`config.mk`:
```
export PLATFORM = sky130hd
export DESIGN_NAME = if_id_buffer
export DESIGN_NICKNAME = d
export VERILOG_FILES = /design/src/rtl/if_id_buffer_pkg.sv /design/src/rtl/if_id_slot.sv /design/src/rtl/if_id_buffer.sv
export SDC_FILE = /design/constraint.sdc
export NUM_CORES = 1
export LEC_CHECK = 0
export CORE_ASPECT_RATIO = 0.75
export CORE_MARGIN = 5
export CORE_UTILIZATION = 50
export DETAILED_ROUTE_END_ITERATION = 7
export HOLD_SLACK_MARGIN = 0.15
export PLACE_DENSITY = 0.81
export REMOVE_ABC_BUFFERS = 1
export SLEW_MARGIN = 25
export SYNTH_ARGS = -nofsm -noshare
export SYNTH_HDL_FRONTEND = slang
export SYNTH_HIERARCHICAL = 1
export SYNTH_SLANG_ARGS = --single-unit
```
`constraint.sdc`:
```
create_clock -name clk -period 4.4 [get_ports clk]
set_clock_uncertainty 0.1 [all_clocks]
set_input_delay 0.44 -clock clk [delete_from_list [all_inputs] [get_ports clk]]
set_output_delay 0.44 -clock clk [all_outputs]
set_load 0.1 [all_outputs]
```
`src/rtl/if_id_buffer_pkg.sv`:
```
// Shared constants for the IF/ID stage: NOP encoding, buffer depth and entry width helper.
package if_id_buffer_pkg;

  localparam int unsigned DATA_W_DEF  = 32;
  localparam int unsigned ADDR_W_DEF  = 32;
  localparam int unsigned IF_ID_DEPTH = 2;
  localparam logic [31:0] NOP_INSTR   = 32'h0000_0013;

  // Packed entry layout is {instr, pc, pc_plus4}.
  function automatic int unsigned entry_width(input int unsigned dw, input int unsigned aw);
    return dw + 2 * aw;
  endfunction

endpackage

```
`src/rtl/if_id_slot.sv`:
```
// One IF/ID buffer entry register with write enable.
module if_id_slot #(
  parameter int unsigned WIDTH = 96
) (
  input  logic             clk,
  input  logic             rst_n,
  input  logic             we,
  input  logic [WIDTH-1:0] d,
  output logic [WIDTH-1:0] q
);

  always_ff @(posedge clk or negedge rst_n) begin
    if (!rst_n) begin
      q <= '0;
    end else if (we) begin
      q <= d;
    end
  end

endmodule

```
`src/rtl/if_id_buffer.sv`:
```
// Fetch-to-decode 2-entry instruction buffer with valid/ready handshake and flush.
// Optional IF_ID_PERF_EN adds stall/flush performance counters.
module if_id_buffer
  import if_id_buffer_pkg::*;
#(
  parameter int unsigned DATA_WIDTH    = DATA_W_DEF,
  parameter int unsigned ADDRESS_WIDTH = ADDR_W_DEF,
  parameter int unsigned DEPTH         = IF_ID_DEPTH
) (
  input  logic                     clk,
  input  logic                     rst_n,
  input  logic                     valid_f,
  output logic                     ready_f,
  input  logic [DATA_WIDTH-1:0]    instr_f,
  input  logic [ADDRESS_WIDTH-1:0] pc_f,
  input  logic [ADDRESS_WIDTH-1:0] pc_plus4_f,
  input  logic                     flush_i,
  output logic                     valid_d,
  input  logic                     ready_d,
  output logic [DATA_WIDTH-1:0]    instr_d,
  output logic [ADDRESS_WIDTH-1:0] pc_d,
  output logic [ADDRESS_WIDTH-1:0] pc_plus4_d
`ifdef IF_ID_PERF_EN
  ,
  output logic [31:0]              perf_stall_cnt,
  output logic [31:0]              perf_flush_cnt
`endif
);

  localparam int unsigned EW = entry_width(DATA_WIDTH, ADDRESS_WIDTH);
  localparam int unsigned AW = ADDRESS_WIDTH;
  localparam int unsigned CW = 2;

  logic [CW-1:0]          count;
  logic                   wr_ptr;
  logic                   rd_ptr;
  logic                   push;
  logic                   pop;
  logic [EW-1:0]          wr_entry;
  logic [EW-1:0]          rd_entry;
  logic [EW-1:0]          slot_q [IF_ID_DEPTH];
  logic [IF_ID_DEPTH-1:0] slot_we;

  assign ready_f  = (count != CW'(DEPTH));
  assign valid_d  = (count != '0);
  assign push     = valid_f & ready_f;
  assign pop      = valid_d & ready_d;
  assign wr_entry = {instr_f, pc_f, pc_plus4_f};

  for (genvar i = 0; i < IF_ID_DEPTH; i++) begin : g_slot
    assign slot_we[i] = push & ~flush_i & (wr_ptr == 1'(i));

    if_id_slot #(.WIDTH(EW)) u_slot (
      .clk   (clk),
      .rst_n (rst_n),
      .we    (slot_we[i]),
      .d     (wr_entry),
      .q     (slot_q[i])
    );
  end

  // Flush wins over any same-cycle push/pop; empty state encoded as count==0.
  always_ff @(posedge clk or negedge rst_n) begin
    if (!rst_n) begin
      count  <= '0;
      wr_ptr <= 1'b0;
      rd_ptr <= 1'b0;
    end else if (flush_i) begin
      count  <= '0;
      wr_ptr <= 1'b0;
      rd_ptr <= 1'b0;
    end else begin
      count  <= count + CW'(push) - CW'(pop);
      wr_ptr <= wr_ptr ^ push;
      rd_ptr <= rd_ptr ^ pop;
    end
  end

  assign rd_entry = slot_q[rd_ptr];

  // Decode sees a NOP bubble with zero pcs whenever nothing is buffered.
  always_comb begin
    instr_d    = DATA_WIDTH'(NOP_INSTR);
    pc_d       = '0;
    pc_plus4_d = '0;
    if (valid_d) begin
      instr_d    = rd_entry[EW-1 -: DATA_WIDTH];
      pc_d       = rd_entry[2*AW-1 -: AW];
      pc_plus4_d = rd_entry[AW-1:0];
    end
  end

`ifdef IF_ID_PERF_EN
  always_ff @(posedge clk or negedge rst_n) begin
    if (!rst_n) begin
      perf_stall_cnt <= '0;
      perf_flush_cnt <= '0;
    end else begin
      perf_stall_cnt <= perf_stall_cnt + 32'(valid_f & ~ready_f);
      perf_flush_cnt <= perf_flush_cnt + 32'(flush_i);
    end
  end
`endif

endmodule
```
==> results.md <==
- The post-route netlist has 34.48% of its cells at a drive strength greater than 1.
- The count of clock tree sinks is 196.
- TritonCTS built the clock tree.
- Final hold analysis gives a worst-case slack of 0.4055 ns.
- Clock tree synthesis selected as its root buffer the cell clkbuf_16.
- STA puts the critical path data arrival time at 3.01 ns.
- After detailed placement, the design holds a cell count of 1054.
- The core region is 0.01835 mm².
- The residual DRC count is 0.
- The clock period minus final worst setup slack is 3.547 ns.
- The endpoint identified for the worst register-to-register timing path is rd_ptr$_DFF_PN0_.
- Excluding fillers, the count of instances in the completed layout stands at 1088.
- In this run the mean area of a mapped cell was 14.40 µm².
- In this run the deepest clock path goes through 2 buffers.
- After the first detailed-routing iteration, the DRC count stood at 260.
- Summed over all layers, the routed wires come to 19750 µm.
- Across every metal layer, demand over resource in global routing totals 18.70%.
- The die width is 167.3 µm.
- The initialized floorplan defines 43 standard-cell rows.
- Yosys printed 6 warnings.
- After legalization and detailed placement, the total HPWL measured 12730 µm.
- Setup violations remaining at the end of the flow were counted as 0.
- The number of primary I/O pins is 199.
- For the worst setup path, the data required time is 3.86 ns.
- The congestion estimate from routability-driven global placement came to 0.7185.
- STA classifies the critical path endpoint as a primary output.
- In this run the worst path has a maximum fanout of 47.
- The detail-routed via count per cell is 5.063.
- The first TritonRoute pass finished after 4 iterations.
- The first global-routing pass estimated 31830 µm of wire.
- After synthesis the cells add up to 0.009274 mm².
- The count of cells along the worst register-to-register path is 3.
- The element type at the critical path start is a flip-flop.
- The transition at the pin with the smallest max-transition slack is 1.044 ns.
- Buffers placed on the I/O ports in this run total 198.
- The tightest slew margin relative to the limit is 30.20%.
- For flop-to-flop paths, the worst setup slack is 2.04 ns.
- After technology mapping, the gate count stands at 644.
- The number of flip-flops and latches in the synthesized netlist is 196.
- The routed layout has 5509 vias.
- For this run, the post-layout net count is 931.
- CTS built an H-tree with a depth of 4.
- The share of the Yosys chip area taken by registers is 52.89%.
- Of the available clock period, the critical path in the final layout requires 80.62%.
- The initial antenna violation count is 0.
- The count of antenna-violating nets left after detailed routing is 0.
- At the later pin of the worst-skew pair, clock insertion delay measures 0.43 ns.
- The most critical setup path has its endpoint at instr_d[27].
- In this run, distinct cell masters in the synthesized netlist total 24.
- After clock tree synthesis, the clock-pin slew on the worst setup and hold paths is 0.07 ns.
- Across the run, the number of max-cap violations was 0.
- The number of antenna cells inserted is 0.
- The final global-route overflow total is 0.
- The total count of max-transition violations in the final report came to 0.
- The initial core utilization is 50.55%.
- After filler insertion, the fill cell instance count of the layout stands at 1397.
- The number of global-route vias before repair came to 5899.
- Measured along the y axis, the die boundary spans 127.9 µm.
- The die covers 0.02140 mm².
- In the final routed layout, each cell accounts on average for 18.15 µm.
- The flow ran to the end, and the final reports show no timing, DRC or antenna violations.
- The number of buffers created by CTS is 17.
- The critical path is of the flip-flop to primary output type.
- In the layout the commonest cells are dfrtp_1 (195), clkdlybuf4s50_1 (147), mux2_2 (113).
- The most common cell after layout, fill and taps aside is dfrtp_1.
- The worst min-delay path class is input pin to async pin.
- Tracing the worst setup path back leads to its startpoint at rd_ptr$_DFF_PN0_.
- The startpoint identified for the worst register-to-register timing path is rd_ptr$_DFF_PN0_.
- Setup repair after global routing left no endpoint under its margin.
- From synthesis to final layout, the design area changed by 26.74%.
- The peak clock frequency supported by timing is 0.2819 GHz.
- The largest net degree at the start of global routing is 116.
- The number of endpoints with negative hold slack in the final report came to 0.
-- cells in the mapped netlist --
library cell  count  area [µm²]
buf_1             1       3.750
nor2_2            1       6.260
clkbuf_1          1       3.750
nand2_1           3       11.26
nor2_1           96       360.4
buf_2            17       85.08
nor3b_1           1       7.510
inv_1             3       11.26
and2_1            1       6.260
dfrtp_1         196        4905
nor2b_1           2       12.51
mux2_2          113        1272
buf_4             7       52.55
nand2_2           1       6.260
o21ai_1           1       5.000
buf_6             3       33.78
nand2b_1          1       6.260
ha_1              2       25.02
xor2_1            2       17.52
buf_12           12       240.2
nor3_1            2       10.01
mux2i_1          96       960.9
mux2_4           80        1201
buf_8             2       30.03
-- cell families (layout without fill, tap and decap cells) --
group	Yosys count	in the layout	share of synthesized area, %
AND/OR/NAND/NOR	108	108	4.601
XOR/XNOR	2	2	0.1889
multiplexers	289	289	37.03
buffers and inverters	46	243	4.965
AO/OA/AOI/OAI	1	1	0.05391
adder cells (fa/ha/maj)	2	2	0.2698
flip-flops	196	196	52.89
-- metrics by stage --
stage | setup TNS (ns) | area, µm² | setup slack (ns) | utilization (%)
3_5_place_dp | 0 | 11100 | 1.310 | 60.49
2_1_floorplan | -1347.59 | 8825 | -6.992 | -
6_report | 0 | 11750 | 0.8529 | 64.07
4_1_cts | 0 | 11730 | 0.8188 | 63.92
5_1_grt | 0 | 11750 | 0.6791 | 64.07
3_3_place_gp | 0 | 11100 | 1.347 | 60.49
-- metal layers --
metal,global-route usage (%),vias to the layer above,wire [µm]
li1,-,2594,-
met4,5.200,0,239
met1,26.47,2743,9587
met2,26.89,153,8194
met5,0,-,0
met3,7.491,19,1723
-- repair_timing --
action,CTS,global route
hold buffers,1,0
gates resized for setup,0,0
buffers inserted,0,0
hold endpoints to repair,114,0
-- worst min-delay path by stage --
stage,from,endpoint
floorplan,rst_n,count[0]$_DFF_PN0_
global placement,g_slot[0].u_slot/q[40]$_DFFE_PN0P_,g_slot[0].u_slot/q[40]$_DFFE_PN0P_
detailed placement,g_slot[0].u_slot/q[88]$_DFFE_PN0P_,g_slot[0].u_slot/q[88]$_DFFE_PN0P_
CTS,g_slot[0].u_slot/q[3]$_DFFE_PN0P_,g_slot[0].u_slot/q[3]$_DFFE_PN0P_
global route,g_slot[1].u_slot/q[92]$_DFFE_PN0P_,g_slot[1].u_slot/q[92]$_DFFE_PN0P_
finish,rst_n,g_slot[0].u_slot/q[66]$_DFFE_PN0P_
-- critical path, cell delays in order, from the launching register on --
cell	delay [ns]
dfrtp_4	1.01
mux2i_1	0.17
nor2_1	0.19
clkdlybuf4s50_1	1.16
-- sequential cells by signal, summed over array words and instances (netlist names) --
signal and flops:
rd_ptr 1, count 2, wr_ptr 1, g_slot.u_slot/q 192
-- layout make-up --
class                      instances  area, µm²  area share (%)
multi-input combinational        402       3924           33.38
sequential                       196       4908           41.76
inverter                           3      11.26         0.09581
timing repair buffer             208       1983           16.87
clock inverter                    13      165.2           1.405
clock buffer                      19      452.9           3.854
tap                              247      309.0           2.629
Power is not shown: default switching activity piles up to over one toggle a cycle in this logic, so the estimate is an artifact.
